<file path="src/rtl/transition_logger.sv">
// Timestamped capture of detector change masks into a small FIFO, gated by a
// one-shot arm/trigger FSM and drained through a registered pop port.
//
// state   | meaning
// --------+------------------------------------------------------------
// IDLE    | after reset; events ignored, only arm leaves
// ARMED   | buffer cleared; waiting for a trigger event (stored at ts=0)
// CAPTURE | ts counting; every qualified event stored with current ts
// DONE    | buffer filled once; events dropped, overflow flags loss
module transition_logger #(
    parameter int CH_WIDTH = 4,
    parameter int TS_WIDTH = 8,
    parameter int DEPTH    = 8,
    localparam int EW      = TS_WIDTH + CH_WIDTH,
    localparam int AW      = $clog2(DEPTH),
    localparam int CW      = AW + 1
) (
    input  logic                clk,
    input  logic                rst,
    input  logic                arm,
    input  logic [CH_WIDTH-1:0] trig_mask,
    input  logic                evt_valid,
    input  logic [CH_WIDTH-1:0] evt_mask,
    input  logic                rd_en,
    output logic [EW-1:0]       rd_data,
    output logic                rd_valid,
    output logic [CW-1:0]       count,
    output logic [1:0]          state,
    output logic                overflow,
    output logic                done
);

    typedef enum logic [1:0] {
        S_IDLE    = 2'd0,
        S_ARMED   = 2'd1,
        S_CAPTURE = 2'd2,
        S_DONE    = 2'd3
    } state_t;

    state_t state_q, state_d;

    logic [EW-1:0]       mem [DEPTH];
    logic [AW-1:0]       wr_ptr, rd_ptr;
    logic [TS_WIDTH-1:0] ts_q;

    logic          qualified, trig_hit, full, empty, pop, push, ovf_set;
    logic [EW-1:0] push_data;

    assign qualified = evt_valid & (|evt_mask);
    assign trig_hit  = qualified & ((trig_mask == '0) | (|(evt_mask & trig_mask)));
    assign full      = (count == CW'(DEPTH));
    assign empty     = (count == '0);
    // arm wins over a same-cycle pop so the cleared buffer is never read
    assign pop       = rd_en & ~empty & ~arm;

    always_ff @(posedge clk) begin
        if (rst) begin
            state_q <= S_IDLE;
        end else begin
            state_q <= state_d;
        end
    end

    always_comb begin
        state_d   = state_q;
        push      = 1'b0;
        push_data = {ts_q, evt_mask};
        ovf_set   = 1'b0;
        if (arm) begin
            state_d = S_ARMED;
        end else begin
            case (state_q)
                S_ARMED: begin
                    if (trig_hit) begin
                        push      = 1'b1;
                        push_data = {TS_WIDTH'(0), evt_mask};
                        state_d   = S_CAPTURE;
                    end
                end
                S_CAPTURE: begin
                    if (qualified && !full) begin
                        push = 1'b1;
                        // a concurrent pop keeps count below DEPTH
                        if (!pop && count == CW'(DEPTH - 1)) begin
                            state_d = S_DONE;
                        end
                    end
                end
                S_DONE: begin
                    if (qualified && full) begin
                        ovf_set = 1'b1;
                    end
                end
                default: begin
                    state_d = state_q;
                end
            endcase
        end
    end

    always_ff @(posedge clk) begin
        if (push && !rst) begin
            mem[wr_ptr] <= push_data;
        end
    end

    always_ff @(posedge clk) begin
        if (rst) begin
            wr_ptr   <= '0;
            rd_ptr   <= '0;
            count    <= '0;
            rd_valid <= 1'b0;
            rd_data  <= '0;
            overflow <= 1'b0;
            ts_q     <= '0;
        end else if (arm) begin
            wr_ptr   <= '0;
            rd_ptr   <= '0;
            count    <= '0;
            rd_valid <= 1'b0;
            overflow <= 1'b0;
            ts_q     <= '0;
        end else begin
            rd_valid <= pop;
            if (pop) begin
                rd_data <= mem[rd_ptr];
                rd_ptr  <= rd_ptr + AW'(1);
            end
            if (push) begin
                wr_ptr <= wr_ptr + AW'(1);
            end
            case ({push, pop})
                2'b10:   count <= count + CW'(1);
                2'b01:   count <= count - CW'(1);
                default: count <= count;
            endcase
            if (ovf_set) begin
                overflow <= 1'b1;
            end
            // trigger entry is ts 0, so the first capture cycle counts 1
            if (state_q == S_ARMED && trig_hit) begin
                ts_q <= TS_WIDTH'(1);
            end else if (state_q == S_CAPTURE && ts_q != '1) begin
                ts_q <= ts_q + TS_WIDTH'(1);
            end
        end
    end

    assign state = state_q;
    assign done  = (state_q == S_DONE);

endmodule

</file>
<file path="config.mk">
export PLATFORM = sky130hd
export DESIGN_NAME = transition_logger
export DESIGN_NICKNAME = d
export VERILOG_FILES = /design/src/rtl/transition_logger.sv
export SDC_FILE = /design/constraint.sdc
export NUM_CORES = 1
export LEC_CHECK = 0
export ABC_CLOCK_PERIOD_IN_PS = 4600
export BUFFER_PORTS_ARGS = -buffer_cell sky130_fd_sc_hd__buf_2
export CAP_MARGIN = 20
export CORE_UTILIZATION = 45
export CTS_CLUSTER_SIZE = 28
export DETAILED_ROUTE_END_ITERATION = 10
export PLACE_DENSITY = 0.64
export SYNTH_ARGS = -nofsm -noshare
export SYNTH_HDL_FRONTEND = slang
export SYNTH_SLANG_ARGS = --single-unit
</file>
<file path="constraint.sdc">
create_clock -name clk -period 4.6 [get_ports clk]
set_input_delay 0.92 -clock clk [delete_from_list [all_inputs] [get_ports clk]]
set_output_delay 0.92 -clock clk [all_outputs]
set_load 0.005 [all_outputs]
</file>
==> impl_metrics.prom, run 1 <==
# TYPE chip_impl_metric gauge
chip_impl_info{name="run_status",value="finished clean"} 1
chip_impl_metric{name="preCtsSetupSlack",unit="ps"} 1233
chip_impl_metric{name="fmaxAchievable",unit="GHz"} 0.3404
chip_impl_metric{name="final.period_utilization",unit="%"} 63.87
chip_impl_metric{name="finish.net_count",unit=""} 413
chip_impl_metric{name="post-place-cells",unit=""} 539
chip_impl_metric{name="detail_route.wirelength",unit="microns"} 10850
chip_impl_metric{name="n_antenna_cell",unit=""} 0
chip_impl_metric{name="fin_hold_ws",unit="ps"} 481.0
chip_impl_metric{name="mappedNetlistArea",unit="sq um"} 5575
chip_impl_metric{name="detail_route.drc_violations",unit=""} 0
chip_impl_metric{name="layout.filler_cells",unit=""} 934
chip_impl_metric{name="num_vias",unit=""} 3091
chip_impl_metric{name="clockBufferDepth",unit=""} 2
chip_impl_info{name="path_class",value="in2reg"} 1
chip_impl_metric{name="post_layout_nonfiller_instances",unit=""} 571
chip_impl_metric{name="numCtsBuffers",unit=""} 17
chip_impl_metric{name="post_cts_resize_count",unit=""} 0
chip_impl_info{name="worstPathCellList",value="buf_2 -> o41a_2 -> and4_4 -> nor2_4 -> ha_1 -> ha_1 -> a21o_1 -> a21oi_1 -> mux2i_1 -> mux2i_1"} 1
chip_impl_info{name="cts_root_buf",value="sky130_fd_sc_hd__clkbuf_16"} 1
chip_impl_metric{name="met2RoutedLength",unit="microns"} 5351
chip_impl_metric{name="tritoncts_num_sinks",unit=""} 130
chip_impl_metric{name="layout-drive-gt1-share",unit="%"} 33.25
chip_impl_info{name="synth_top_area_cell",value="sky130_fd_sc_hd__edfxtp_1"} 1
chip_impl_metric{name="p_leak",unit="nW"} 2.106
chip_impl_metric{name="layout_min_cycle_time",unit="ps"} 2938
chip_impl_metric{name="grt_antenna_before_repair",unit=""} 0
chip_impl_info{name="synth_most_common_cell",value="sky130_fd_sc_hd__edfxtp_1"} 1
chip_impl_metric{name="yosys_warnings",unit=""} 0
chip_impl_metric{name="synth_seq_area_share",unit="%"} 63.91
chip_impl_info{name="rsz0062_at_grt",value="false"} 1
chip_impl_info{name="synth-main-ff-cell",value="sky130_fd_sc_hd__edfxtp_1"} 1
chip_impl_info{name="synthTopCellsByArea",value="sky130_fd_sc_hd__edfxtp_1, sky130_fd_sc_hd__dfxtp_1, sky130_fd_sc_hd__mux4_2, sky130_fd_sc_hd__mux2i_1, sky130_fd_sc_hd__a211oi_2"} 1
chip_impl_metric{name="initial_core_util",unit="%"} 46.22
chip_impl_metric{name="maxCapViolations",unit=""} 0
chip_impl_metric{name="grt_pass1_vias",unit=""} 3094
chip_impl_info{name="critical_path.endpoint_type",value="flop"} 1
chip_impl_metric{name="synth-edff-count",unit=""} 96
chip_impl_metric{name="via_per_inst",unit=""} 5.413
chip_impl_metric{name="detail-route-antenna-nets",unit=""} 0
chip_impl_metric{name="worst_ep_arrival_time",unit="ps"} 3280
chip_impl_metric{name="io-pin-count",unit=""} 34
chip_impl_metric{name="floorplan.rows",unit=""} 40
chip_impl_metric{name="fin_skew",unit="ps"} 6.213
chip_impl_metric{name="tns",unit="ps"} 0
chip_impl_metric{name="met3_length",unit="microns"} 531
chip_impl_metric{name="asyncSetResetFlopFracSynth",unit="%"} 0
chip_impl_info{name="cts_tree",value="yes"} 1
chip_impl_metric{name="grt_max_degree",unit=""} 28
chip_impl_info{name="hold_path.class",value="reg2reg"} 1
chip_impl_metric{name="finalMaxSlewViolations",unit=""} 0
chip_impl_info{name="slowest_cell_on_the_critical_path",value="sky130_fd_sc_hd__o41a_2"} 1
chip_impl_metric{name="setup_ws",unit="ps"} 1662
chip_impl_metric{name="cellPowerDensity",unit="nW/um^2"} 409.7
chip_impl_metric{name="grt_first_pass_wirelength",unit="microns"} 17200
chip_impl_metric{name="crit_path_largest_cell_delay",unit="ps"} 560
chip_impl_metric{name="ir_drop",unit="mV"} 0.1622
chip_impl_metric{name="timing.critical_path.fanout_max",unit=""} 11
chip_impl_info{name="cpLargestDelayFamily",value="compound AO/OA/AOI/OAI gates"} 1
chip_impl_metric{name="timing_worst_slew_pin_value",unit="ps"} 966.2
chip_impl_metric{name="cts_max_level",unit=""} 4
chip_impl_metric{name="syn-instance-count",unit=""} 349
chip_impl_metric{name="flip_flop_and_latch_count_after_synthesis",unit=""} 130
chip_impl_metric{name="syn_area_per_cell",unit="sq um"} 15.98
chip_impl_metric{name="route.layer.met1.wl",unit="microns"} 4800
chip_impl_metric{name="numPortBuffers",unit=""} 33
chip_impl_metric{name="globalplace.congestion",unit=""} 0.8003
chip_impl_metric{name="cts_hold_repair.buffers",unit=""} 0
chip_impl_metric{name="clock_insertion_delay_worst_skew",unit="ps"} 410
chip_impl_metric{name="hold_viol",unit=""} 0
chip_impl_metric{name="timing.critical_path.buf_inv",unit=""} 1
chip_impl_metric{name="cp_data_required_time",unit="ps"} 4940
chip_impl_info{name="maxUsedRoutingLayer",value="met4"} 1
chip_impl_metric{name="final_setup_violation_count",unit=""} 0
chip_impl_metric{name="syn2layout_area_growth",unit="%"} 16.61
chip_impl_metric{name="drt_pass1_iterations",unit=""} 4
chip_impl_info{name="synth_commonest_cells",value="sky130_fd_sc_hd__edfxtp_1, sky130_fd_sc_hd__nor2_1, sky130_fd_sc_hd__dfxtp_1, sky130_fd_sc_hd__mux4_2, sky130_fd_sc_hd__mux2i_1"} 1
chip_impl_metric{name="max_slew_headroom_at_the_worst_pin",unit="%"} 35.50
chip_impl_info{name="critical_path.startpoint_type",value="primary input"} 1
chip_impl_metric{name="chipHeight",unit="microns"} 113.3
chip_impl_metric{name="wire_per_inst",unit="microns"} 19.01
chip_impl_metric{name="dieArea",unit="sq um"} 12840
chip_impl_metric{name="synth_fp_nets",unit=""} 372
chip_impl_metric{name="regToRegSetupSlack",unit="ps"} 1860
chip_impl_metric{name="path_clk_slew",unit="ps"} 60
chip_impl_metric{name="synthDominantCellAreaShare",unit="%"} 51.71
chip_impl_metric{name="drt_first_iter_violations",unit=""} 216
chip_impl_metric{name="place.detailed.hpwl",unit="microns"} 6584
chip_impl_metric{name="synthDistinctLibCells",unit=""} 57
chip_impl_metric{name="post-cts-setup-buffer-count",unit=""} 0
chip_impl_metric{name="core_footprint",unit="sq um"} 12060
chip_impl_metric{name="grt_use_total",unit="%"} 18.59
chip_impl_metric{name="die_width",unit="microns"} 113.3
chip_impl_metric{name="grt.overflow.total",unit=""} 0
## flip-flops by register name (all words and copies together), names as in the netlist
signal / cells
ts_q: 8
rd_ptr: 3
count: 4
rd_valid: 1
state: 2
wr_ptr: 3
overflow: 1
mem: 96
rd_data: 12
## layout make-up
type / count / area, sq um / area share, %
repair buffers: 39 / 210.2 / 3.233
well taps: 168 / 210.2 / 3.233
flip-flops and latches: 130 / 3565 / 54.83
clock inverters: 10 / 131.4 / 2.021
clock buffers: 22 / 474.2 / 7.294
inverters: 8 / 32.53 / 0.5004
multi-input cells: 194 / 1878 / 28.89
## worst reg2reg max path: stages (launching register included)
cell and delay, ps:
sky130_fd_sc_hd__dfxtp_1 430, sky130_fd_sc_hd__inv_1 70, sky130_fd_sc_hd__ha_1 320, sky130_fd_sc_hd__nor3b_2 230, sky130_fd_sc_hd__o311a_2 290, sky130_fd_sc_hd__nor2_4 70
sky130_fd_sc_hd__ha_1 230, sky130_fd_sc_hd__ha_1 280, sky130_fd_sc_hd__a21o_1 170, sky130_fd_sc_hd__a21oi_1 160, sky130_fd_sc_hd__mux2i_1 230, sky130_fd_sc_hd__mux2i_1 190
## power by group
part / total, mW / switching (mW) / internal [mW]
registers: 1.25 / 0.00263 / 1.25
clock network: 1.35 / 0.465 / 0.890
logic: 0.0554 / 0.0366 / 0.0189
total: 2.66 / 0.504 / 2.16
## logic make-up (layout without fill, tap and decap cells)
family | after synthesis | in the layout | synth area share (%)
mux | 40 | 40 | 12.57
simple gates | 90 | 90 | 9.470
fa+ha+maj | 10 | 10 | 2.379
buf+inv | 25 | 79 | 2.805
compound gates | 46 | 46 | 7.608
xor+xnor | 8 | 8 | 1.257
flops | 130 | 130 | 63.91
## metrics by stage
step	util [%]	instance area (sq um)	total power, mW
finish	53.90	6501	2.664
global route	53.90	6501	2.731
CTS	53.90	6501	2.676
detailed placement	48.88	5896	1.333
global placement	48.88	5896	1.332
floorplan	-	5575	1.312
## per-layer routing
| metal | GRT usage [%] | vias up |
|---|---|---|
| met5 | 0 | - |
| met1 | 23.75 | 1534 |
| met3 | 4.124 | 13 |
| li1 | - | 1445 |
| met4 | 7.807 | 0 |
| met2 | 30.76 | 99 |
## placed cells by master, fill, tap and decap left out, types with 2 or more instances in the layout
cell type,Yosys,routed
sky130_fd_sc_hd__nand4_1,4,4
sky130_fd_sc_hd__nor3b_2,1,3
sky130_fd_sc_hd__mux4_2,24,24
sky130_fd_sc_hd__clkinv_2,0,3
sky130_fd_sc_hd__nand2_1,8,8
sky130_fd_sc_hd__nor2b_2,0,2
sky130_fd_sc_hd__xor2_1,3,3
sky130_fd_sc_hd__xnor2_1,5,5
sky130_fd_sc_hd__nor3_1,5,4
sky130_fd_sc_hd__and2b_1,3,3
sky130_fd_sc_hd__nand3_1,6,6
sky130_fd_sc_hd__o31ai_1,2,2
sky130_fd_sc_hd__buf_4,0,6
sky130_fd_sc_hd__nor4b_2,2,2
sky130_fd_sc_hd__clkbuf_1,5,2
sky130_fd_sc_hd__buf_2,4,33
sky130_fd_sc_hd__ha_1,9,9
sky130_fd_sc_hd__clkbuf_8,1,3
sky130_fd_sc_hd__a21oi_1,14,14
sky130_fd_sc_hd__or2_2,2,2
sky130_fd_sc_hd__clkinvlp_4,0,3
sky130_fd_sc_hd__nor3_2,1,2
sky130_fd_sc_hd__edfxtp_1,96,96
sky130_fd_sc_hd__a31oi_1,2,2
sky130_fd_sc_hd__or3_1,3,3
sky130_fd_sc_hd__a211oi_2,12,12
sky130_fd_sc_hd__nor2b_1,8,6
sky130_fd_sc_hd__clkbuf_16,0,17
sky130_fd_sc_hd__nor2_1,35,34
sky130_fd_sc_hd__or4_4,2,2
sky130_fd_sc_hd__mux2i_1,16,16
sky130_fd_sc_hd__dfxtp_1,34,33
sky130_fd_sc_hd__inv_1,7,7
sky130_fd_sc_hd__bufinv_16,0,3
## worst paths after layout
check | from | end | depth (start not counted)
setup / recovery | evt_mask[0] | count[3]$_SDFFE_PP0P_ | 10
hold / removal | overflow$_SDFFE_PP0P_ | overflow$_SDFFE_PP0P_ | 2
setup reg to reg | state[0]$_SDFFE_PP0P_ | count[3]$_SDFFE_PP0P_ | 11
hold reg to reg | overflow$_SDFFE_PP0P_ | overflow$_SDFFE_PP0P_ | 2
No activity file was read; power rests on OpenSTA's default activity.
==> run 2: changes to the inputs <==
- ABC_CLOCK_PERIOD_IN_PS: 4600 -> 2700
- PLACE_DENSITY: 0.64 -> 0.66
- clock period: 4.6 -> 2.7 ns (I/O delays scaled with it)
==> impl_metrics.prom, run 2 (synthesized netlist as in run 1, its figures left out) <==
# TYPE chip_impl_metric gauge
chip_impl_info{name="run_status",value="finished clean"} 1
chip_impl_metric{name="final_setup_violation_count",unit=""} 0
chip_impl_metric{name="regToRegSetupSlack",unit="ps"} 160
chip_impl_metric{name="globalplace.congestion",unit=""} 0.8099
chip_impl_metric{name="hold_viol",unit=""} 0
chip_impl_metric{name="finalMaxSlewViolations",unit=""} 0
chip_impl_info{name="crit-reg2reg-launch",value="state[0]$_SDFFE_PP0P_"} 1
chip_impl_metric{name="max_reg_flops",unit=""} 96
chip_impl_metric{name="die_width",unit="microns"} 113.3
chip_impl_metric{name="cts_hold_repair.buffers",unit=""} 0
chip_impl_metric{name="timing.critical_path.fanout_max",unit=""} 3
chip_impl_metric{name="clock_insertion_delay_worst_skew",unit="ps"} 410
chip_impl_metric{name="finish.net_count",unit=""} 439
chip_impl_metric{name="dieArea",unit="sq um"} 12840
chip_impl_metric{name="cp_data_required_time",unit="ps"} 3040
chip_impl_info{name="rsz0062_at_grt",value="false"} 1
chip_impl_metric{name="grt_use_total",unit="%"} 18.96
chip_impl_metric{name="grt_antenna_before_repair",unit=""} 0
chip_impl_metric{name="timing_worst_slew_pin_value",unit="ps"} 654.4
chip_impl_metric{name="core_footprint",unit="sq um"} 12060
chip_impl_metric{name="cellPowerDensity",unit="nW/um^2"} 717.2
chip_impl_info{name="path_class",value="reg2reg"} 1
chip_impl_info{name="layout.cells.most_common",value="sky130_fd_sc_hd__edfxtp_1"} 1
chip_impl_metric{name="grt_max_degree",unit=""} 27
chip_impl_info{name="critical_path.startpoint_type",value="flop"} 1
chip_impl_metric{name="path_clk_slew",unit="ps"} 60
chip_impl_info{name="reg_top3",value="mem: 96 flops, rd_data: 12 flops, ts_q: 8 flops"} 1
chip_impl_metric{name="layout_min_cycle_time",unit="ps"} 2537
chip_impl_info{name="critPathLaunch",value="state[0]$_SDFFE_PP0P_"} 1
chip_impl_metric{name="n_antenna_cell",unit=""} 0
chip_impl_metric{name="initial_core_util",unit="%"} 46.22
chip_impl_metric{name="syn2layout_area_growth",unit="%"} 21.63
chip_impl_info{name="hold_path.class",value="reg2reg"} 1
chip_impl_metric{name="detail_route.drc_violations",unit=""} 0
chip_impl_info{name="endpoint_of_the_most_critical_register_to_register_path",value="count[3]$_SDFFE_PP0P_"} 1
chip_impl_metric{name="grt.overflow.total",unit=""} 0
chip_impl_metric{name="layout-drive-gt1-share",unit="%"} 36.83
chip_impl_info{name="cts_root_buf",value="sky130_fd_sc_hd__clkbuf_16"} 1
chip_impl_metric{name="fmaxAchievable",unit="GHz"} 0.3942
chip_impl_info{name="max_flop_register",value="mem"} 1
chip_impl_metric{name="final.period_utilization",unit="%"} 93.96
chip_impl_metric{name="layout.filler_cells",unit=""} 957
chip_impl_metric{name="detail-route-antenna-nets",unit=""} 0
chip_impl_metric{name="clockBufferDepth",unit=""} 2
chip_impl_info{name="worstHoldEndpoint",value="overflow$_SDFFE_PP0P_"} 1
chip_impl_info{name="hold_path.startpoint",value="overflow$_SDFFE_PP0P_"} 1
chip_impl_metric{name="post_cts_resize_count",unit=""} 0
chip_impl_metric{name="via_per_inst",unit=""} 5.323
chip_impl_metric{name="tritoncts_num_sinks",unit=""} 130
chip_impl_metric{name="numPortBuffers",unit=""} 33
chip_impl_info{name="layout.cells.most_common_list",value="sky130_fd_sc_hd__edfxtp_1, sky130_fd_sc_hd__nor2_1, sky130_fd_sc_hd__dfxtp_1, sky130_fd_sc_hd__buf_2, sky130_fd_sc_hd__buf_4"} 1
chip_impl_metric{name="reg2regPathDepth",unit=""} 11
chip_impl_metric{name="drt_first_iter_violations",unit=""} 236
chip_impl_metric{name="fin_skew",unit="ps"} 13.18
chip_impl_metric{name="cts_max_level",unit=""} 4
chip_impl_metric{name="chipHeight",unit="microns"} 113.3
chip_impl_metric{name="min_delay_path_depth",unit=""} 2
chip_impl_metric{name="ir_drop",unit="mV"} 0.4285
chip_impl_info{name="cts_tree",value="yes"} 1
chip_impl_metric{name="io-pin-count",unit=""} 34
chip_impl_metric{name="max_slew_headroom_at_the_worst_pin",unit="%"} 56.37
chip_impl_metric{name="total_power",unit="mW"} 4.864
chip_impl_metric{name="floorplan.rows",unit=""} 40
chip_impl_metric{name="worst_ep_arrival_time",unit="ps"} 2880
chip_impl_metric{name="drt_pass1_iterations",unit=""} 4
chip_impl_metric{name="grt_pass1_vias",unit=""} 3252
chip_impl_metric{name="wire_per_inst",unit="microns"} 18.19
chip_impl_metric{name="fin_hold_ws",unit="ps"} 487.9
chip_impl_metric{name="tns",unit="ps"} 0
chip_impl_metric{name="num_vias",unit=""} 3178
chip_impl_metric{name="p_leak",unit="nW"} 2.286
chip_impl_metric{name="place.detailed.hpwl",unit="microns"} 7006
chip_impl_metric{name="maxCapViolations",unit=""} 0
chip_impl_metric{name="post-cts-setup-buffer-count",unit=""} 0
chip_impl_info{name="critical_path.endpoint_type",value="flop"} 1
chip_impl_metric{name="detail_route.wirelength",unit="microns"} 10860
chip_impl_metric{name="numCtsBuffers",unit=""} 17
chip_impl_metric{name="grt_first_pass_wirelength",unit="microns"} 17550
[run 2: changes by cell type in the layout (fill, tap and decap cells not counted), sizes merged]
cell      before  now
clkinv         4    3
clkinvlp       3    1
bufinv         3    6
buf           39   65
[run 2: cell type report]
class,instances,area (sq um),share of cell area [%]
flip-flops and latches,130,3565,52.56
clock buffers,22,484.2,7.140
multi-input cells,194,1871,27.58
inverters,8,32.53,0.4797
repair buffers,65,417.9,6.162
clock inverters,10,201.4,2.970
well taps,168,210.2,3.100
[run 2: power by group]
| part | leakage [nW] | total (mW) | internal, mW | switching, mW |
|---|---|---|---|---|
| Combinational | 0.842 | 0.114 | 0.0459 | 0.0678 |
| Clock | 0.334 | 2.62 | 1.82 | 0.792 |
| Sequential | 1.11 | 2.13 | 2.13 | 0.00263 |
[run 2: per-stage QoR]
stage	instances	util [%]	cell area [sq um]	worst slack (ps)
finish	597	56.22	6782	163.1
global route	597	56.22	6782	8.756
CTS	597	56.22	6782	160.8
detailed placement	565	50.54	6096	-11.48
global placement	565	50.54	6096	17.23
floorplan	349	-	5575	71.74
[run 2: critical path: stages (launching register included)]
cell and delay (ps):
sky130_fd_sc_hd__dfxtp_1 330, sky130_fd_sc_hd__inv_1 50, sky130_fd_sc_hd__ha_1 320, sky130_fd_sc_hd__nor2_1 240
sky130_fd_sc_hd__and4_4 280, sky130_fd_sc_hd__nor2_4 40, sky130_fd_sc_hd__ha_1 190, sky130_fd_sc_hd__buf_4 140
sky130_fd_sc_hd__ha_1 300, sky130_fd_sc_hd__a21oi_1 160, sky130_fd_sc_hd__mux2i_1 230, sky130_fd_sc_hd__mux2i_1 190
[run 2: worst max path at each step]
| stage | to | depth (start not counted) | slack, ps |
|---|---|---|---|
| 3_5_place_dp | count[3]$_SDFFE_PP0P_ | 10 | -10 |
| 4_1_cts | count[3]$_SDFFE_PP0P_ | 11 | 160 |
| 6_report | count[3]$_SDFFE_PP0P_ | 11 | 160 |
| 5_1_grt | count[3]$_SDFFE_PP0P_ | 11 | 9 |
| 3_3_place_gp | count[3]$_SDFFE_PP0P_ | 10 | 20 |
| 2_1_floorplan | count[3]$_SDFFE_PP0P_ | 9 | 70 |
[run 2: layer usage]
layer | wire, microns | GRT usage, % | vias up
li1 | - | - | 1498
met1 | 4580 | 23.72 | 1590
met2 | 5632 | 32.35 | 84
met3 | 577 | 4.767 | 6
met4 | 71 | 6.140 | 0
met5 | 0 | 0 | -
